**config.mk**
```make
export PLATFORM = sky130hd
export DESIGN_NAME = conv_ctrl
export DESIGN_NICKNAME = d
export VERILOG_FILES = /design/src/rtl/conv_ctrl_pkg.sv /design/src/rtl/conv_pos_counter.sv /design/src/rtl/conv_ctrl.sv
export SDC_FILE = /design/constraint.sdc
export NUM_CORES = 1
export LEC_CHECK = 0
export BUFFER_PORTS_ARGS = -buffer_cell sky130_fd_sc_hd__buf_2
export CAP_MARGIN = 25
export CORE_MARGIN = 5
export CORE_UTILIZATION = 46
export CTS_CLUSTER_DIAMETER = 40
export CTS_CLUSTER_SIZE = 12
export DETAILED_ROUTE_END_ITERATION = 12
export PLACE_DENSITY = 0.76
export SYNTH_ARGS = -nofsm -noshare
export SYNTH_HDL_FRONTEND = slang
export SYNTH_SLANG_ARGS = --single-unit
```
**constraint.sdc**
```tcl
create_clock -name clk -period 2.1 [get_ports clk]
set_input_delay 0.42 -clock clk [delete_from_list [all_inputs] [get_ports clk]]
set_output_delay 0.42 -clock clk [all_outputs]
set_load 0.01 [all_outputs]
```
**src/rtl/conv_ctrl_pkg.sv**
```systemverilog
// Shared types and constants for the conv_ctrl convolution sequencer.
package conv_ctrl_pkg;

    localparam int NUM_FILTERS   = 4;
    localparam int KERNEL        = 3;
    localparam int DIM_W_DEFAULT = 8;

    typedef enum logic [2:0] {
        S_IDLE,
        S_REQ,
        S_LOAD,
        S_WAIT,
        S_OUT,
        S_DONE
    } state_t;

endpackage

```
**src/rtl/conv_pos_counter.sv**
```systemverilog
// Raster-order row/col walker over the valid KERNELxKERNEL window origins.
module conv_pos_counter
    import conv_ctrl_pkg::*;
#(
    parameter int DIM_W = DIM_W_DEFAULT
) (
    input  logic             clk,
    input  logic             rst,
    input  logic             clr,
    input  logic             adv,
    input  logic [DIM_W-1:0] rows,
    input  logic [DIM_W-1:0] cols,
    output logic [DIM_W-1:0] row,
    output logic [DIM_W-1:0] col,
    output logic             last
);

    logic [DIM_W-1:0] row_max;
    logic [DIM_W-1:0] col_max;

    // Only meaningful once rows/cols are known to be >= KERNEL.
    assign row_max = rows - DIM_W'(KERNEL);
    assign col_max = cols - DIM_W'(KERNEL);
    assign last    = (row == row_max) && (col == col_max);

    always_ff @(posedge clk) begin
        if (!rst) begin
            row <= '0;
            col <= '0;
        end else if (clr) begin
            row <= '0;
            col <= '0;
        end else if (adv) begin
            if (col == col_max) begin
                col <= '0;
                row <= row + 1'b1;
            end else begin
                col <= col + 1'b1;
            end
        end
    end

endmodule

```
**src/rtl/conv_ctrl.sv**
```systemverilog
// Convolution sequencer for one 4-filter 3x3 computing_core.
// Optional stall counter enabled by defining CONV_CTRL_PERF_EN.
module conv_ctrl
    import conv_ctrl_pkg::*;
#(
    parameter int WIDTH = 8,
    parameter int DIM_W = DIM_W_DEFAULT
) (
    input  logic                         clk,
    input  logic                         rst,
    input  logic                         start,
    input  logic [DIM_W-1:0]             cfg_rows,
    input  logic [DIM_W-1:0]             cfg_cols,
    output logic                         busy,
    output logic                         done,
    output logic                         cfg_err,
    output logic                         act_req,
    output logic [DIM_W-1:0]             act_row,
    output logic [DIM_W-1:0]             act_col,
    input  logic                         act_ack,
    output logic                         core_load,
    input  logic [NUM_FILTERS*WIDTH-1:0] core_psum,
    input  logic                         core_psum_vld,
    output logic                         out_vld,
    input  logic                         out_rdy,
    output logic [NUM_FILTERS*WIDTH-1:0] out_data,
    output logic [DIM_W-1:0]             out_row,
    output logic [DIM_W-1:0]             out_col
`ifdef CONV_CTRL_PERF_EN
    ,output logic [31:0]                 perf_stall_cnt
`endif
);

    state_t           state;
    logic [DIM_W-1:0] rows_q;
    logic [DIM_W-1:0] cols_q;
    logic [DIM_W-1:0] row;
    logic [DIM_W-1:0] col;
    logic             pos_clr;
    logic             pos_adv;
    logic             pos_last;
    logic             cfg_ok;

    assign cfg_ok  = (cfg_rows >= DIM_W'(KERNEL)) && (cfg_cols >= DIM_W'(KERNEL));
    assign pos_clr = (state == S_IDLE) && start;
    assign pos_adv = (state == S_OUT) && out_rdy && !pos_last;
    assign act_row = row;
    assign act_col = col;

    conv_pos_counter #(
        .DIM_W (DIM_W)
    ) u_pos (
        .clk  (clk),
        .rst  (rst),
        .clr  (pos_clr),
        .adv  (pos_adv),
        .rows (rows_q),
        .cols (cols_q),
        .row  (row),
        .col  (col),
        .last (pos_last)
    );

    // Pulse outputs default low each cycle; level outputs change on transitions.
    always_ff @(posedge clk) begin
        if (!rst) begin
            state     <= S_IDLE;
            rows_q    <= '0;
            cols_q    <= '0;
            busy      <= 1'b0;
            done      <= 1'b0;
            cfg_err   <= 1'b0;
            act_req   <= 1'b0;
            core_load <= 1'b0;
            out_vld   <= 1'b0;
            out_data  <= '0;
            out_row   <= '0;
            out_col   <= '0;
        end else begin
            done      <= 1'b0;
            cfg_err   <= 1'b0;
            core_load <= 1'b0;
            case (state)
                S_IDLE: begin
                    if (start) begin
                        rows_q <= cfg_rows;
                        cols_q <= cfg_cols;
                        if (!cfg_ok) begin
                            state   <= S_DONE;
                            done    <= 1'b1;
                            cfg_err <= 1'b1;
                        end else begin
                            state   <= S_REQ;
                            act_req <= 1'b1;
                            busy    <= 1'b1;
                        end
                    end
                end
                S_REQ: begin
                    if (act_ack) begin
                        act_req   <= 1'b0;
                        core_load <= 1'b1;
                        state     <= S_LOAD;
                    end
                end
                S_LOAD: begin
                    state <= S_WAIT;
                end
                S_WAIT: begin
                    if (core_psum_vld) begin
                        out_data <= core_psum;
                        out_row  <= row;
                        out_col  <= col;
                        out_vld  <= 1'b1;
                        state    <= S_OUT;
                    end
                end
                S_OUT: begin
                    if (out_rdy) begin
                        out_vld <= 1'b0;
                        if (pos_last) begin
                            state <= S_DONE;
                            done  <= 1'b1;
                            busy  <= 1'b0;
                        end else begin
                            state   <= S_REQ;
                            act_req <= 1'b1;
                        end
                    end
                end
                S_DONE: begin
                    state <= S_IDLE;
                end
                default: begin
                    state <= S_IDLE;
                end
            endcase
        end
    end

`ifdef CONV_CTRL_PERF_EN
    // Stalls are cycles spent waiting on the buffer ack or downstream ready.
    always_ff @(posedge clk) begin
        if (!rst) begin
            perf_stall_cnt <= '0;
        end else if (pos_clr) begin
            perf_stall_cnt <= '0;
        end else if (((state == S_REQ && !act_ack) || (state == S_OUT && !out_rdy))
                     && (perf_stall_cnt != '1)) begin
            perf_stall_cnt <= perf_stall_cnt + 1'b1;
        end
    end
`endif

endmodule
```
---- Yosys cells after proc, flatten, opt, wreduce, memory -nomap -nowiden ----
Cells that the tools add are included.
storage, ports and cells
  flip-flop bits (word level) ............. 89
  bits in latches ......................... 0
  bits in writable memories ............... 0
  bits in read-only memories .............. 0
  bits of input ports ..................... 54
  output and inout port bits .............. 70
  logic and storage cells ................. 80
  memories kept ........................... 0
operators by class
  $add $sub $neg .......................... 4
  multipliers ............................. 0
  div/mod/pow operators ................... 0
  order comparisons ....................... 2
  eq/ne operators ......................... 13
  shifts and indexed selects .............. 0
  multiplexer cells ....................... 26
  bitwise operators ....................... 1
  reduce and logical (&&, ||, !) cells .... 20
operators by type and width
  cell                 count
  $mux 3               6
  $add 8x1->8 const B  2
  $eq 8x8->1           2
  $ge 8x2->1 const B   2
  $sub 8x2->8 const B  2
  $pmux 3 s5           1
  $mux 1               14
  $ne 2x2->1 const B   7
  $reduce_and 2->1     5
  $mux 8               1
  $eq 3x2->1 const B   2
  $pmux 1 s2           3
  $reduce_and 6->1     1
  $logic_and 1x1->1    5
  $reduce_and 5->1     1
  $reduce_and 4->1     1
  $reduce_bool 2->1    2
  $eq 3x1->1 const B   1
  $eq 3x3->1 const B   1
  $logic_not 3->1      1
  $pmux 1 s3           1
  $reduce_and 3->1     1
  $reduce_bool 3->1    1
  $reduce_or 2->1      1
  2 further kinds      2

---- Depth between registers and ports, before layout ----
  depth after elaboration ................. 6
  depth in mapped cells ................... 10
  mapped depth without buffers ............ 8

---- Cells and area by module ----
A second synthesis with hierarchy kept.
second synthesis, totals
  cells, all modules ...................... 486
  area, all modules ....................... 4072.7 um^2
by module, submodules not included
  module            times used  cells each  area each (um^2)  sequential area each (um^2)
  conv_ctrl         1           342         2881.5            1461.4
  conv_pos_counter  1           144         1191.1            320.3

---- Worst setup path after synthesis ----
OpenSTA, ideal clock, no wires.
  path kind ............................... register to register
  from .................................... register rows_q[0]
  to ...................................... register u_pos.col[1]
  library setup time ...................... 0.115 ns
  data arrival time ....................... 1.997 ns
  data required time ...................... 1.985 ns
  path slack .............................. -0.012 ns
  stages on the path, launching flop included .. 11
  buffers on the path ..................... 2
  period minus slack after synthesis ...... 2.112 ns
  cells stage by stage .................... dfxtp_1 -> ha_1 -> xor2_1 -> mux2i_1 -> o21a_1 -> a211oi_2 -> and2_1 -> buf_6 -> buf_8 -> nor2_1 -> o21ba_1
on the way
  cells in the longest elaborated chain, start to end .. 5
ends and longest elaborated chain
  item                    line                    RTL
  start, declared         conv_ctrl.sv:35         logic [DIM_W-1:0] rows_q;
  start signal, assigned  conv_ctrl.sv:86         rows_q <= cfg_rows;
  $sub 8x2->8             conv_pos_counter.sv:22  assign row_max = rows - DIM_W'(KERNEL);
  $eq 8x8->1              conv_pos_counter.sv:24  assign last = (row == row_max) && (col == col_max);
  $logic_and 1x1->1       conv_pos_counter.sv:24
  $logic_not 1->1         conv_ctrl.sv:46         assign pos_adv = (state == S_OUT) && out_rdy && !pos_last;
  $logic_and 1x1->1       conv_ctrl.sv:46
  end signal, assigned    conv_pos_counter.sv:38  col <= col + 1'b1;
  end, declared           conv_pos_counter.sv:14  output logic [DIM_W-1:0] col,
No other way between the ends.
A chain may end at the register's enable or synchronous reset.

---- Worst setup path after layout ----
  from .................................... register rows_q[0]
  to ...................................... register act_req
on the way
  cells in the longest elaborated chain, start to end .. 5
ends and longest elaborated chain
  item                               line                    RTL
  $sub 8x2->8                        conv_pos_counter.sv:22
  $eq 8x8->1                         conv_pos_counter.sv:24
  $logic_and 1x1->1                  conv_pos_counter.sv:24
  $ne 2x2->1 (no source line)        n/a
  $reduce_and 6->1 (no source line)  n/a
  end signal, assigned               conv_ctrl.sv:73         act_req <= 1'b0;
  end signal, assigned               conv_ctrl.sv:94         act_req <= 1'b1;
  end signal, assigned               conv_ctrl.sv:101        act_req <= 1'b0;
  end, declared                      conv_ctrl.sv:17         output logic act_req,
No other way between the ends.

==> impl_metrics.env <==
export IMPL_ys_seq_area_share_pct=44.1
export IMPL_critical_path_buf_inv_count=1
export IMPL_crit_path_max_incr_delay_ps=430
export IMPL_cts_buffers_inserted=9
export IMPL_synthCells=489
export IMPL_cts_tree="built"
export IMPL_hold_path_class="in2reg"
export IMPL_avgSynthCellArea_um2=8.26
export IMPL_leakage_nw=2.32
export IMPL_drv_slew=0
export IMPL_design_area_um2=5330
export IMPL_h_tree_depth=3
export IMPL_r2r_start="rows_q[0]$_SDFFE_PN0P_"
export IMPL_gp_congestion=0.925
export IMPL_grt_pass1_vias=3904
export IMPL_drtAntennaViolNets=0
export IMPL_fillers=753
export IMPL_antenna_cells=0
export IMPL_r2r_slack_ps=-50
export IMPL_worstSetupEndpointType="flop"
export IMPL_finClkSkew_ps=11.5
export IMPL_finalCriticalPeriod_ps=2150
export IMPL_ys_async_sr_fraction_pct=0
export IMPL_synth_enable_flop_cells=0
export IMPL_final_hold_viol_count=0
export IMPL_netlist_area_leader_share_pct=44.1
export IMPL_r2r_end="act_req$_SDFFE_PN0P_"
export IMPL_min_path_cells=3
export IMPL_yosysMostFrequentCell="nand2_1"
export IMPL_core_um2=8640
export IMPL_violations="setup timing"
export IMPL_cp_start_kind="flop"
export IMPL_switching_share_pct=25.9
export IMPL_synth_common_cells="nand2_1, dfxtp_1, a21boi_0"
export IMPL_power_density_nw_per_um2=707
export IMPL_cp_max_fo=17
export IMPL_drt_pass1_iter_count=4
export IMPL_yosys_warnings=0
export IMPL_clkPwrFrac_pct=37.4
export IMPL_p_total_mw=3.77
export IMPL_layout_nets=694
export IMPL_initial_utilization_pct=46.8
export IMPL_cp_slowest_cell="a2111oi_4"
export IMPL_hold_start="core_psum[3]"
export IMPL_cts_max_path_buffers=2
export IMPL_worstMarginPinSlew_ps=443
export IMPL_grt_ovfl_total=0
export IMPL_intPower_mw=2.80
export IMPL_worst_ir_drop_vdd_mv=0.509
export IMPL_drt_wirelength_per_cell_um=14.8
export IMPL_ys_types=48
export IMPL_placedCellCount=730
export IMPL_grtUsageTotal_pct=20.3
export IMPL_placed_cell_area_um2=4980
export IMPL_layoutNonFillerInstCount=749
export IMPL_switching_power_mw=0.976
export IMPL_hpwl_um=8290
export IMPL_top_level_ports=124
export IMPL_crit_path_cell_trace="a2111oi_4, nand4_1, and3b_2, a211oi_4, and2_4, buf_12, mux2_2, o31ai_1"
export IMPL_dieHeight_um=104
export IMPL_required_ps=2320
export IMPL_synth_nets=547
export IMPL_worst_endpoint_arrival_ps=2380
export IMPL_vias_per_cell=5.22
export IMPL_setup_violations=10
export IMPL_grt_max_degree=55
export IMPL_wl_um=11100
export IMPL_clk_pin_slew_ps=90
export IMPL_p_comb_share_pct=14.7
export IMPL_cp_top_family="compound AO/OA/AOI/OAI gates"
export IMPL_via_count=3913
export IMPL_maxCapViolCount=0
export IMPL_cts_root_buffer="clkbuf_8"
export IMPL_drt_initial_drc_count=128
export IMPL_worst_slack_ps=-54.1
export IMPL_syn_to_final_growth_pct=32.0
export IMPL_period_share_pct=103
export IMPL_drive_gt1_share_pct=31.8
export IMPL_grt_antenna_before_repair=0
export IMPL_num_rows=34
export IMPL_die_w_um=104
export IMPL_whs_endpoint="out_data[3]$_SDFFE_PN0P_"
export IMPL_synthesis_area_um2=4040
export IMPL_clock_sinks=89
export IMPL_criticalPathCategory="reg2reg"
export IMPL_synth_flop_cell="dfxtp_1"
export IMPL_synth_area_leader_cell="dfxtp_1"
export IMPL_reg2reg_depth=8
export IMPL_synthTopCellsByArea="dfxtp_1, nand2_1, a21boi_0"
export IMPL_fmax_mhz=464
export IMPL_port_buffers=123
export IMPL_final_util_pct=61.8
export IMPL_die_area_um2=10800
export IMPL_ys_seq_elements=89
export IMPL_clock_latency_ps=350
export IMPL_status="finished with violations"
export IMPL_grt_pass1_wl_um=18700
export IMPL_seqPwrFrac_pct=47.9
export IMPL_drc_errors=0
export IMPL_slew_headroom_pct=70.5
export IMPL_rsz0062_at_grt="true"
==> flip-flops by register name, summed over array words and instances (netlist names), 3 cells and up <==
signal / flops
out_row: 8
out_col: 8
state: 3
out_data: 32
rows_q: 8
cols_q: 8
u_pos.col: 8
u_pos.row: 8
==> what timing repair did <==
item                                    CTS  global route
resized for setup                        18             2
endpoints found under the setup margin   18            19
pin swaps                                 9             3
setup buffers                             1             1
cloned                                    1             0
hold buffers                              0             0
hold endpoints to repair                  0             0
==> cells by family after synthesis <==
logic type,count (synthesis),synth area share (%)
buffers and inverters,31,3.41
AO/OA/AOI/OAI,109,19.7
AND/OR/NAND/NOR,226,24.9
flip-flops,89,44.1
XOR/XNOR,24,5.20
adder cells (fa/ha/maj),4,1.24
multiplexers,6,1.52
==> worst max path at each step <==
stage,startpoint,endpoint,depth (start not counted)
after detailed placement,cols_q[0]$_SDFFE_PN0P_,u_pos.row[6]$_SDFFE_PP0P_,9
after floorplan,cols_q[0]$_SDFFE_PN0P_,u_pos.row[6]$_SDFFE_PP0P_,9
after CTS,rows_q[0]$_SDFFE_PN0P_,act_req$_SDFFE_PN0P_,8
after global placement,cols_q[0]$_SDFFE_PN0P_,u_pos.row[6]$_SDFFE_PP0P_,9
final,rows_q[0]$_SDFFE_PN0P_,act_req$_SDFFE_PN0P_,8
after global routing,cols_q[1]$_SDFFE_PN0P_,u_pos.row[6]$_SDFFE_PP0P_,9
==> placed cells by master (no fill, tap or decap), types with 4 or more instances in the layout <==
cell / netlist / final
buf_4: 0 / 40
nor4_1: 4 / 4
nand4_1: 7 / 7
or3_1: 6 / 6
a21oi_1: 15 / 14
clkbuf_8: 0 / 9
xor2_1: 10 / 9
buf_2: 2 / 124
a21boi_0: 64 / 64
mux2i_1: 5 / 5
nand3_1: 8 / 8
and3_1: 5 / 5
nor2_1: 22 / 21
nand2_1: 144 / 144
a211oi_1: 7 / 7
nor2b_1: 4 / 4
o21ai_1: 6 / 6
xnor2_1: 14 / 14
dfxtp_2: 0 / 4
dfxtp_1: 89 / 85
==> power by group through the flow <==
stage	sequential, mW	combinational (mW)	clock [mW]
2_1_floorplan	1.84	0.316	0
3_3_place_gp	1.84	0.506	0
3_5_place_dp	1.84	0.525	0
4_1_cts	1.81	0.548	1.44
5_1_grt	1.81	0.614	1.51
6_report	1.81	0.555	1.41
==> layout make-up <==
type	count	area (µm²)	area share (%)
multi-input cells	369	2220	41.6
flip-flops and latches	89	1790	33.5
repair buffers	165	941	17.6
well taps	108	135	2.53
clock buffers	10	128	2.39
clock inverters	6	115	2.16
inverters	2	7.51	0.141
==> layer usage <==
| metal | vias up | wire length, µm | part of all wire (%) | global-route usage [%] |
|---|---|---|---|---|
| met5 | - | 0 | 0 | 0 |
| met2 | 164 | 5230 | 47 | 33.9 |
| met1 | 1790 | 4810 | 43 | 25.3 |
| met4 | 0 | 128 | 1.2 | 6.48 |
| met3 | 12 | 936 | 8.4 | 5.72 |
| li1 | 1947 | - | - | - |
==> metrics by stage <==
stage	setup TNS (ps)	hold slack (ps)	setup slack [ps]
final	-281	313	-54.1
after global routing	-1960	302	-147
after detailed placement	-1550	454	-143
after floorplan	0	455	8.49
after CTS	-128	293	-44.2
after global placement	-284	448	-65.5
==> worst min-delay path: cells and delay by family <==
kind | cells | cell delay (ps)
AO/OA/AOI/OAI | 1 | 60
AND/OR/NAND/NOR | 1 | 40
buffers and inverters | 1 | 90
No activity file was read; power rests on OpenSTA's default activity.
